`config.mk`:
```
export PLATFORM = sky130hd
export DESIGN_NAME = load_writeback_flat
export DESIGN_NICKNAME = d
export VERILOG_FILES = /design/src/rtl/load_writeback_if.sv /design/src/rtl/load_writeback.sv /design/src/flat_wrapper.sv
export SDC_FILE = /design/constraint.sdc
export NUM_CORES = 1
export LEC_CHECK = 0
export CAP_MARGIN = 20
export CORE_UTILIZATION = 45
export DETAILED_ROUTE_END_ITERATION = 10
export PLACE_DENSITY = 0.8
export SYNTH_ARGS = -nofsm -noshare
export SYNTH_HDL_FRONTEND = slang
export SYNTH_SLANG_ARGS = --single-unit
```
`constraint.sdc`:
```
create_clock -name clk -period 2.4 [get_ports clk]
set_input_delay 0.48 -clock clk [delete_from_list [all_inputs] [get_ports clk]]
set_output_delay 0.48 -clock clk [all_outputs]
set_load 0.02 [all_outputs]
```
`src/rtl/load_writeback_if.sv`:
```
// Bundle between the writeback stage and its neighbours: execute-side issue,
// data-memory read handshake and register-file write port.
interface load_writeback_if;
    logic        start;
    logic        is_load;
    logic [2:0]  funct3;
    logic [4:0]  rd;
    logic [31:0] alu_result;
    logic        busy;
    logic        mem_req;
    logic [31:0] mem_addr;
    logic        mem_ready;
    logic [31:0] mem_rdata;
    logic [4:0]  wd_reg;
    logic [31:0] rdv;
    logic        wren;
    logic        done;
    logic        err;

    modport slave (
        input  start, is_load, funct3, rd, alu_result, mem_ready, mem_rdata,
        output busy, mem_req, mem_addr, wd_reg, rdv, wren, done, err
    );

    modport master (
        output start, is_load, funct3, rd, alu_result, mem_ready, mem_rdata,
        input  busy, mem_req, mem_addr, wd_reg, rdv, wren, done, err
    );
endinterface

```
`src/rtl/load_writeback.sv`:
```
// Writeback stage: forwards ALU results or runs one data-memory load with
// byte/half/word extension, then issues a single register-file write.
module load_writeback #(
    parameter int TIMEOUT = 16
) (
    input logic             clk,
    input logic             rst_n,
    load_writeback_if.slave bus
);
    localparam int CW = (TIMEOUT > 2) ? $clog2(TIMEOUT) : 1;
    localparam logic [CW-1:0] CNT_LAST = CW'(TIMEOUT - 1);

    typedef enum logic [1:0] {IDLE, MEM_WAIT, WRITE} state_t;

    state_t      state_q, state_d;
    logic [2:0]  funct3_q, funct3_d;
    logic [1:0]  addr_lo_q, addr_lo_d;
    logic [CW-1:0] cnt_q, cnt_d;
    logic        busy_q, busy_d;
    logic        mem_req_q, mem_req_d;
    logic [31:0] mem_addr_q, mem_addr_d;
    logic [4:0]  wd_reg_q, wd_reg_d;
    logic [31:0] rdv_q, rdv_d;
    logic        wren_q, wren_d;
    logic        done_q, done_d;
    logic        err_q, err_d;

    logic        bad_load;
    logic [31:0] byte_sh;
    logic [31:0] half_sh;
    logic [31:0] load_ext;

    // Illegal encodings and misaligned accesses retire immediately with err.
    always_comb begin
        bad_load = 1'b0;
        case (bus.funct3)
            3'b000, 3'b100: bad_load = 1'b0;
            3'b001, 3'b101: bad_load = bus.alu_result[0];
            3'b010:         bad_load = (bus.alu_result[1:0] != 2'b00);
            default:        bad_load = 1'b1;
        endcase
    end

    always_comb begin
        byte_sh  = bus.mem_rdata >> {addr_lo_q, 3'b000};
        half_sh  = bus.mem_rdata >> {addr_lo_q[1], 4'b0000};
        load_ext = bus.mem_rdata;
        case (funct3_q)
            3'b000:  load_ext = {{24{byte_sh[7]}}, byte_sh[7:0]};
            3'b100:  load_ext = {24'h000000, byte_sh[7:0]};
            3'b001:  load_ext = {{16{half_sh[15]}}, half_sh[15:0]};
            3'b101:  load_ext = {16'h0000, half_sh[15:0]};
            default: load_ext = bus.mem_rdata;
        endcase
    end

    always_comb begin
        state_d    = state_q;
        funct3_d   = funct3_q;
        addr_lo_d  = addr_lo_q;
        cnt_d      = cnt_q;
        busy_d     = busy_q;
        mem_req_d  = mem_req_q;
        mem_addr_d = mem_addr_q;
        wd_reg_d   = wd_reg_q;
        rdv_d      = rdv_q;
        wren_d     = 1'b0;
        done_d     = 1'b0;
        err_d      = 1'b0;
        case (state_q)
            IDLE: begin
                if (bus.start) begin
                    funct3_d  = bus.funct3;
                    addr_lo_d = bus.alu_result[1:0];
                    wd_reg_d  = bus.rd;
                    busy_d    = 1'b1;
                    cnt_d     = '0;
                    if (!bus.is_load) begin
                        rdv_d   = bus.alu_result;
                        wren_d  = (bus.rd != 5'd0);
                        done_d  = 1'b1;
                        state_d = WRITE;
                    end else if (bad_load) begin
                        err_d   = 1'b1;
                        done_d  = 1'b1;
                        state_d = WRITE;
                    end else begin
                        mem_req_d  = 1'b1;
                        mem_addr_d = {bus.alu_result[31:2], 2'b00};
                        state_d    = MEM_WAIT;
                    end
                end
            end
            MEM_WAIT: begin
                // ready on the final count still completes the load
                if (bus.mem_ready) begin
                    rdv_d     = load_ext;
                    wren_d    = (wd_reg_q != 5'd0);
                    done_d    = 1'b1;
                    mem_req_d = 1'b0;
                    state_d   = WRITE;
                end else if (cnt_q == CNT_LAST) begin
                    err_d     = 1'b1;
                    done_d    = 1'b1;
                    mem_req_d = 1'b0;
                    state_d   = WRITE;
                end else begin
                    cnt_d = cnt_q + 1'b1;
                end
            end
            WRITE: begin
                busy_d  = 1'b0;
                state_d = IDLE;
            end
            default: begin
                busy_d    = 1'b0;
                mem_req_d = 1'b0;
                state_d   = IDLE;
            end
        endcase
    end

    always_ff @(posedge clk) begin
        if (!rst_n) begin
            state_q    <= IDLE;
            funct3_q   <= 3'b000;
            addr_lo_q  <= 2'b00;
            cnt_q      <= '0;
            busy_q     <= 1'b0;
            mem_req_q  <= 1'b0;
            mem_addr_q <= 32'h0;
            wd_reg_q   <= 5'd0;
            rdv_q      <= 32'h0;
            wren_q     <= 1'b0;
            done_q     <= 1'b0;
            err_q      <= 1'b0;
        end else begin
            state_q    <= state_d;
            funct3_q   <= funct3_d;
            addr_lo_q  <= addr_lo_d;
            cnt_q      <= cnt_d;
            busy_q     <= busy_d;
            mem_req_q  <= mem_req_d;
            mem_addr_q <= mem_addr_d;
            wd_reg_q   <= wd_reg_d;
            rdv_q      <= rdv_d;
            wren_q     <= wren_d;
            done_q     <= done_d;
            err_q      <= err_d;
        end
    end

    assign bus.busy     = busy_q;
    assign bus.mem_req  = mem_req_q;
    assign bus.mem_addr = mem_addr_q;
    assign bus.wd_reg   = wd_reg_q;
    assign bus.rdv      = rdv_q;
    assign bus.wren     = wren_q;
    assign bus.done     = done_q;
    assign bus.err      = err_q;
endmodule

```
`src/flat_wrapper.sv`:
```
// flat-port wrapper written by rule: the top's interface ports become plain ports
module load_writeback_flat 
#(
    parameter int TIMEOUT = 16
)
  (clk, rst_n, bus_start, bus_is_load, bus_funct3, bus_rd, bus_alu_result, bus_mem_ready, bus_mem_rdata, bus_busy, bus_mem_req, bus_mem_addr, bus_wd_reg, bus_rdv, bus_wren, bus_done, bus_err);
  load_writeback_if bus_i ();
  input logic clk;
  input logic rst_n;
  input wire logic [$bits(bus_i.start)-1:0] bus_start;
  input wire logic [$bits(bus_i.is_load)-1:0] bus_is_load;
  input wire logic [$bits(bus_i.funct3)-1:0] bus_funct3;
  input wire logic [$bits(bus_i.rd)-1:0] bus_rd;
  input wire logic [$bits(bus_i.alu_result)-1:0] bus_alu_result;
  input wire logic [$bits(bus_i.mem_ready)-1:0] bus_mem_ready;
  input wire logic [$bits(bus_i.mem_rdata)-1:0] bus_mem_rdata;
  output wire logic [$bits(bus_i.busy)-1:0] bus_busy;
  output wire logic [$bits(bus_i.mem_req)-1:0] bus_mem_req;
  output wire logic [$bits(bus_i.mem_addr)-1:0] bus_mem_addr;
  output wire logic [$bits(bus_i.wd_reg)-1:0] bus_wd_reg;
  output wire logic [$bits(bus_i.rdv)-1:0] bus_rdv;
  output wire logic [$bits(bus_i.wren)-1:0] bus_wren;
  output wire logic [$bits(bus_i.done)-1:0] bus_done;
  output wire logic [$bits(bus_i.err)-1:0] bus_err;
  assign bus_i.start = bus_start;
  assign bus_i.is_load = bus_is_load;
  assign bus_i.funct3 = bus_funct3;
  assign bus_i.rd = bus_rd;
  assign bus_i.alu_result = bus_alu_result;
  assign bus_i.mem_ready = bus_mem_ready;
  assign bus_i.mem_rdata = bus_mem_rdata;
  assign bus_busy = bus_i.busy;
  assign bus_mem_req = bus_i.mem_req;
  assign bus_mem_addr = bus_i.mem_addr;
  assign bus_wd_reg = bus_i.wd_reg;
  assign bus_rdv = bus_i.rdv;
  assign bus_wren = bus_i.wren;
  assign bus_done = bus_i.done;
  assign bus_err = bus_i.err;
  load_writeback #(.TIMEOUT(TIMEOUT)) u_core (.clk(clk), .rst_n(rst_n), .bus(bus_i));
endmodule
```
==> results of run 1 <==
[worst min-delay path, stage by stage, from the launching register on]
cell and delay (ns):
sky130_fd_sc_hd__dfxtp_1 0.31, sky130_fd_sc_hd__nand2_1 0.05, sky130_fd_sc_hd__a21oi_1 0.05
[worst min path at each step]
stage,from,endpoint,slack [ns]
after floorplan,u_core.cnt_q[3],u_core.cnt_q[3],0.47
after global placement,u_core.bus.rdv[11],u_core.bus.rdv[11],0.44
after detailed placement,u_core.bus.rdv[12],u_core.bus.rdv[12],0.45
after CTS,u_core.bus.rdv[12],u_core.bus.rdv[12],0.46
after global routing,u_core.bus.rdv[12],u_core.bus.rdv[12],0.48
final,u_core.bus.rdv[12],u_core.bus.rdv[12],0.46
[layout by cell type, fill, tap and decap left out, types with 5 or more instances in the layout]
master / n
sky130_fd_sc_hd__nand3b_1: 5
sky130_fd_sc_hd__nand2b_1: 7
sky130_fd_sc_hd__o221a_2: 5
sky130_fd_sc_hd__buf_4: 26
sky130_fd_sc_hd__nor2_1: 24
sky130_fd_sc_hd__nor2b_1: 6
sky130_fd_sc_hd__o21ai_0: 45
sky130_fd_sc_hd__a2111oi_0: 12
sky130_fd_sc_hd__nand3_1: 50
sky130_fd_sc_hd__o211ai_1: 9
sky130_fd_sc_hd__nand2_1: 89
sky130_fd_sc_hd__or4_1: 5
sky130_fd_sc_hd__o41ai_1: 15
sky130_fd_sc_hd__mux2_2: 5
sky130_fd_sc_hd__clkbuf_8: 11
sky130_fd_sc_hd__dfxtp_1: 83
sky130_fd_sc_hd__o221ai_1: 7
sky130_fd_sc_hd__clkdlybuf4s50_1: 147
sky130_fd_sc_hd__a21oi_1: 51
[cell families after synthesis]
family | Yosys count | synth area share, %
buf+inv | 57 | 6.16
compound gates | 174 | 27.8
other cells | 1 | 0.0875
simple gates | 217 | 24.9
flops | 83 | 38.8
fa+ha+maj | 1 | 0.292
mux | 8 | 2.01
[routing by layer]
layer	GRT usage (%)	wire, microns	up-vias
li1	-	-	2263
met1	35.2	5810	2182
met2	49.7	6810	235
met3	5.62	1110	29
met4	8.94	287	0
met5	0	0	-
[final cells by class]
class / instances / area (sq um) / area share [%]
Tap cell: 129 / 161 / 2.63
Multi-Input combinational cell: 402 / 2370 / 38.5
Sequential cell: 83 / 1660 / 27.1
Timing Repair Buffer: 176 / 1710 / 27.8
Inverter: 3 / 11.3 / 0.183
Clock inverter: 5 / 83.8 / 1.36
Clock buffer: 11 / 151 / 2.46
[report_power, final]
group	switching (mW)	leakage (nW)	internal (mW)	total, mW
Sequential	0.0614	0.677	1.45	1.51
Clock	0.522	0.112	0.646	1.17
Combinational	0.402	1.37	0.372	0.773
[through the flow]
stage	worst slack (ns)	TNS [ns]	instances	utilization [%]
floorplan	0.631	0	542	-
global placement	-0.0376	-0.0738	791	63.7
detailed placement	-0.0209	-0.0209	792	63.8
CTS	0.302	0	808	66.4
global route	0.222	0	809	66.5
finish	0.326	0	809	66.5
==> results.txt, run 1 <==
- The die is 99.6 microns tall.
* Part of the cycle the worst path needs: 86.4%
* Hold_ws: 0.460 ns
* Post-Route Skew: 0.0109 ns
- The critical path starts at bus_start.
- Detailed placement finished with a half-perimeter wire length of 10400 microns.
- R2r worst-path depth: 4
* Buffer depth of the longest clock path: 2
* Core footprint: 0.00924 sq mm
- For this block, the initial DRC count from the detailed router was 408.
* VDD IR max: 0.351 mV
- Among all cell types in the netlist, the one instantiated most often is sky130_fd_sc_hd__nand2_1.
- Flip-flop count of the largest register after layout: 32
- Detail-routed via count per cell: 5.82
- Slowest cell on the critical path: sky130_fd_sc_hd__clkdlybuf4s50_1
- For this design the static power due to leakage is 2.16 nW.
- The tree built by TritonCTS fans out to 83 sinks.
- Minimum period implied by the final worst setup slack: 2.07 ns
- The first global-routing pass estimated 22200 microns of wire.
* Number of global-route vias before repair: 4427
- The synthesized design contains 0 enable-type register cells.
- Yosys top cell area share: 38.8%
- Clock tree synthesis inserted a total of 9 buffers.
- STA classifies the critical path endpoint as a register.
- Setup slack of the most critical reg-to-reg path: 0.36 ns
* Finish-stage setup viols: 0
* Unrepaired setup endpoints after global routing: false
- The average instance in the mapped netlist occupies 7.92 sq um.
- In this run, post-CTS repair resized a total of 0 instances.
- Worst R2R End: u_core.bus.rdv[8]
- For this block, the via count after detailed routing is 4709.
- Stage delay of the slowest cell on the critical path: 0.48 ns
- Die width: 99.6 microns
- Number of logic stages on the critical path including buffering: 6
- Cells with a size suffix above 1 make up 9.85% of the layout.
- Instance count along the most critical hold path: 2
- Post-CTS setup repair buffer count: 0
* Total iterations of the first detailed-routing run: 7
- In this run the clock root is driven by a sky130_fd_sc_hd__clkbuf_8.
* Count of antenna diodes in the layout: 0
* Final weighted congestion in routability-driven placement: 0.871
* Worst EP arrival: 2.31 ns
- Global routing finished with a remaining overflow of 0.
* Launching point of the worst reg2reg path: u_core.addr_lo_q[1]
* Largest delay contributor family on the critical path: buffers and inverters
* Worst slew pin tran: 0.737 ns
- Final wirelength: 14000 microns
- Clock-pin slew was measured on the worst setup and hold paths at 0.08 ns.
- Fraction of registers with async set/reset: 0%
* Outcome: complete, no violations
- Required time worst endpoint: 2.64 ns
- Once the floorplan was initialized, standard cells occupied 46.4% of the core.
- The worst setup path is of the in2reg kind.
- Counting the fill cells in the layout gives 815.
- Latest clock arrival within the worst-skew pair: 0.36 ns
- Summing internal, switching and leakage power gives 3.45 mW.
- CTS built an H-tree with a depth of 3.
* Number of buffers inserted for hold repair after clock tree synthesis: 0
- The number of endpoints with negative hold slack in the final report is 0.
- Count of different cell masters after synthesis: 62
- After detailed routing, the number of remaining DRC violations is 0.
* Cell area after synthesis: 0.00429 sq mm
- Number of antenna violations at the first check in global routing: 0
* # nets final: 753
- The tool flagged a number of max-cap violations equal to 0.
* Synthesized flop and latch total: 83
* Leading cell types by total area after synthesis: sky130_fd_sc_hd__dfxtp_1 39%, sky130_fd_sc_hd__nand2_1 7.8%, sky130_fd_sc_hd__a21oi_1 6.0%
* Overall die area: 0.00992 sq mm
- In this run the worst path has a maximum fanout of 16.
- By count the netlist is led by 89 x sky130_fd_sc_hd__nand2_1, 83 x sky130_fd_sc_hd__dfxtp_1, 51 x sky130_fd_sc_hd__a21oi_1.
- Seq/Total Area, Yosys: 38.8%
- After floorplanning, the core was divided into 35 placement rows.
- Dividing the detail-routed wire length by the instance count gives 17.3 microns.
- Global Route Usage Sum: 28.4%
- The synthesized design spends more area on one cell type than any other, namely sky130_fd_sc_hd__dfxtp_1.
- Relative to the synthesized area, the layout overhead comes to 43.3%.
- Maximum number of pins on one net before global-route repair: 53
* Area after detailed placement: 0.00590 sq mm
- During synthesis, Yosys emitted a total of 0 warnings.
- The number of buffers and inverters on the critical path is 2.
- Path type of the worst min-delay path: reg2reg
- Once detail routing completed, the nets flagged for antenna violations numbered 0.
- Tightest slew margin relative to the limit: 50.8%
- During placement, the flow inserted port buffers numbering 148.
- In the synthesized netlist, the number of instances is 541.
- Worst-path cell chain: clkdlybuf4s50_1 -> or3b_1 -> buf_4 -> o2bb2ai_4 -> nand2_4 -> o41ai_1
- TritonCTS clock tree: yes
- Critical path startpoint category: primary input
- Ports placed on the boundary: 151
- For this design the ratio of total power to cell area is 562 mW/mm^2.
* End of the critical path: u_core.bus.rdv[17]
* Final std cell area, no fill: 0.00614 sq mm
* Achievable Freq: 482 MHz
- For this run, the leading register cell type out of synthesis is sky130_fd_sc_hd__dfxtp_1.
- Final slew viol count: 0
Power figures use the tool's default switching activity.
==> run 2, diff against run 1 <==
Settings changed: SLEW_MARGIN set to 5.
==> results of run 2 <==
Same layout as run 1: the final DEF is identical, and so are final timing and power.
==> run 3, diff against run 2 <==
Settings changed: CORE_UTILIZATION 45 to 41, PLACE_DENSITY 0.8 to 0.77.
Clock period 2.4 ns to 1.75 ns, I/O delays scaled along.
==> run 3 against run 2 <==
  * The run now ends with negative setup slack left
  * Total power increased by 40%
  * Combinational power is 60% higher
  * First-iteration DRC count is 8.3% lower
  * Flip-flop and latch count stayed put
  * Sequential share of layout area decreased by 2.0 points
  * Die area grew 9.6%
  * Setup slack got worse by 0.34 ns
  * Largest cell class unchanged
  * Highest routed layer unchanged
==> results.txt, run 3 (synthesis gave the netlist of run 1 again) <==
- Achievable Freq: 568 MHz
* Area after detailed placement: 0.00620 sq mm (was 0.00590 sq mm)
- Worst Path Max Fanout: 8 (was 16)
- Count of antenna diodes in the layout: 0 (unchanged)
- The worst-case clock buffer depth came to 2 (unchanged).
- Min setup slack post-route: -0.00964 ns (was 0.326 ns)
* Reg clk slew, reported paths: 0.09 ns (was 0.08 ns)
- Antenna viol nets, final: 0 (unchanged)
* Total iterations of the first detailed-routing run: 6 (was 7)
* Endpoint kind of the worst setup timing path: register (unchanged)
- The number of buffers added to fix hold violations after cts was 0 (unchanged).
- The TritonCTS clock tree is yes (unchanged).
* Post-Route Skew: 0.0127 ns (was 0.0109 ns)
- Maximum number of pins on one net before global-route repair: 53 (unchanged)
- The clock root buffer is sky130_fd_sc_hd__clkbuf_8 (unchanged).
- The total number of nets in the final design was 794 (was 753).
- Number of global-route vias before repair: 4600 (was 4427)
- The detail-routed net length per standard cell is 18.0 microns (was 17.3 microns).
* Unrepaired setup endpoints after global routing: true (was false)
- The clock latency reported for the late side of the worst-skew pair is 0.36 ns (about the same).
- The total number of vias was 4932 (was 4709).
* Total instance count after detailed placement: 835 (was 792)
- Overall die area: 0.0109 sq mm (was 0.00992 sq mm)
- Number of rows created at floorplan: 36 (was 35)
- Failing checks: negative setup slack
* Synthesis-to-finish area growth: 55.8% (was 43.3%)
* Max-cap check violation count: 0 (unchanged)
* Count of routing violations after the opening detailed-route iteration: 374 (was 408)
- Path type of the worst min-delay path: reg2reg (unchanged)
- Ports placed on the boundary: 151 (unchanged)
- After layout, the worst path uses 101% of the clock period.
- Most used cells in the layout excluding fill and tap cells: 143 x sky130_fd_sc_hd__clkdlybuf4s50_1, 89 x sky130_fd_sc_hd__nand2_1, 79 x sky130_fd_sc_hd__dfxtp_1 (was 147 x sky130_fd_sc_hd__clkdlybuf4s50_1, 89 x sky130_fd_sc_hd__nand2_1, 83 x sky130_fd_sc_hd__dfxtp_1).
* Filler cells: 820 (was 815)
- VDD IR max: 0.425 mV (was 0.351 mV)
- Initial Utilization: 43.0% (was 46.4%)
- Count of non-filler cells in the finished layout: 854 (was 809)
* Wire length of the first global-routing pass: 23600 microns (was 22200 microns)
- The worst setup path category was in2reg (unchanged).
- The power per unit of standard cell area is 725 mW/mm^2 (was 562 mW/mm^2).
- Minimum period implied by the final worst setup slack: 1.76 ns
- Flip-flop count of the largest register after layout: 32 (unchanged)
- Final std cell area, no fill: 0.00668 sq mm (was 0.00614 sq mm)
* Worst EP arrival: 2.02 ns (was 2.31 ns)
- Detail-routed via count per cell: 5.78 (was 5.82)
- Final weighted congestion in routability-driven placement: 0.908 (was 0.871)
- The nature of the critical path startpoint is a primary input (unchanged).
* Number of failing hold endpoints at the final stage: 0 (unchanged)
* Input/output buffers: 148 (unchanged)
- The total congestion overflow came to 0 (unchanged).
* H-tree lvl count: 3 (unchanged)
* Core footprint: 0.00995 sq mm (was 0.00924 sq mm)
- Overall die height: 104 microns (was 99.6 microns)
- The count of clock tree sinks was 83 (unchanged).
- The placed wire-length estimate came to 11300 microns (was 10400 microns).
- The slew at the pin closest to its max-slew limit came to 0.529 ns (was 0.737 ns).
- The most common library cell in the layout ignoring fill and taps was sky130_fd_sc_hd__clkdlybuf4s50_1 (unchanged).
- The final design utilization was 67.1% (was 66.5%).
- The total global routing track utilization is 27.1% (was 28.4%).
* Proportion of layout cells with a drive suffix above 1: 18.6% (was 9.85%)
- The data required time at the worst endpoint was 2.01 ns (was 2.64 ns).
- Clock buffer count from CTS: 9 (unchanged)
- The worst slew margin relative to its limit is 63.8% (was 50.8%).
* Die width: 104 microns (was 99.6 microns)
- Finish-stage setup viols: 4 (was 0)
- Post-route DRC: 0 (unchanged)
* Number of antenna violations at the first check in global routing: 0 (unchanged)
- The cell leakage power was 2.48 nW (was 2.16 nW).
* Hold_ws: 0.466 ns (was 0.460 ns)
- Outcome: complete, but fails checks (was complete, no violations)
- Final wirelength: 15400 microns (was 14000 microns)
- Final slew viol count: 0 (unchanged)
-- run 3: changes by cell type in the layout (fill, tap and decap cells not counted), moves of 7 or more --
cell	delta
sky130_fd_sc_hd__buf_4	+35
sky130_fd_sc_hd__a2111oi_0	-8
sky130_fd_sc_hd__o41ai_1	-8
sky130_fd_sc_hd__o41ai_2	+7
-- run 3: power by group --
group          leakage [nW]  total, mW  switching, mW  internal (mW)
clock                 0.111       1.54          0.733          0.808
combinational          1.69       1.24          0.634          0.610
sequential            0.679       2.05         0.0669           1.99
total                  2.48       4.84           1.43           3.40
-- run 3: worst max-delay path: stages --
cell and delay [ns]:
sky130_fd_sc_hd__clkdlybuf4s50_1 0.47, sky130_fd_sc_hd__or3b_4 0.41, sky130_fd_sc_hd__o2bb2ai_4 0.15, sky130_fd_sc_hd__buf_12 0.14, sky130_fd_sc_hd__nand2_4 0.12, sky130_fd_sc_hd__o41ai_4 0.37
-- run 3: per-stage QoR --
step           setup slack (ns)  power [mW]  TNS [ns]
2_1_floorplan            0.0642        2.63         0
3_3_place_gp             -0.398        3.21    -16.19
3_5_place_dp             -0.460        3.24    -19.59
4_1_cts                 0.00451        4.77         0
5_1_grt                 -0.0518        5.02    -0.439
6_report               -0.00964        4.84   -0.0237
-- run 3: what timing repair did --
action / in CTS / in global routing
resized for setup: 12 / 39
cloned: 0 / 2
endpoints found under the setup margin: 28 / 37
buffers inserted: 0 / 1
pin swaps: 8 / 9
-- run 3: per-layer routing --
metal | track usage (%) | part of all wire (%) | vias up
met1 | 34.5 | 42 | 2329
li1 | - | - | 2345
met3 | 4.26 | 6.7 | 29
met2 | 45.5 | 49 | 229
met4 | 11.5 | 3.0 | 0
met5 | 0 | 0 | -
-- run 3: final cells by class --
| class | count | area [sq um] | area share [%] |
|---|---|---|---|
| multi-input combinational | 403 | 2560 | 38.3 |
| tap | 133 | 166 | 2.49 |
| clock inverter | 6 | 87.6 | 1.31 |
| timing repair buffer | 216 | 2060 | 30.8 |
| sequential | 83 | 1670 | 25.0 |
| clock buffer | 10 | 128 | 1.91 |
| inverter | 3 | 11.3 | 0.169 |
-- run 3: final timing paths --
kind,end,start,slack (ns),cells past startpoint
min reg2reg,u_core.bus.rdv[10],u_core.bus.rdv[10],0.47,2
max reg2reg,u_core.bus.rdv[17],u_core.state_q[1],0.01,5
max,u_core.bus.rdv[22],bus_start,-0.01,6
min,u_core.bus.rdv[10],u_core.bus.rdv[10],0.47,2
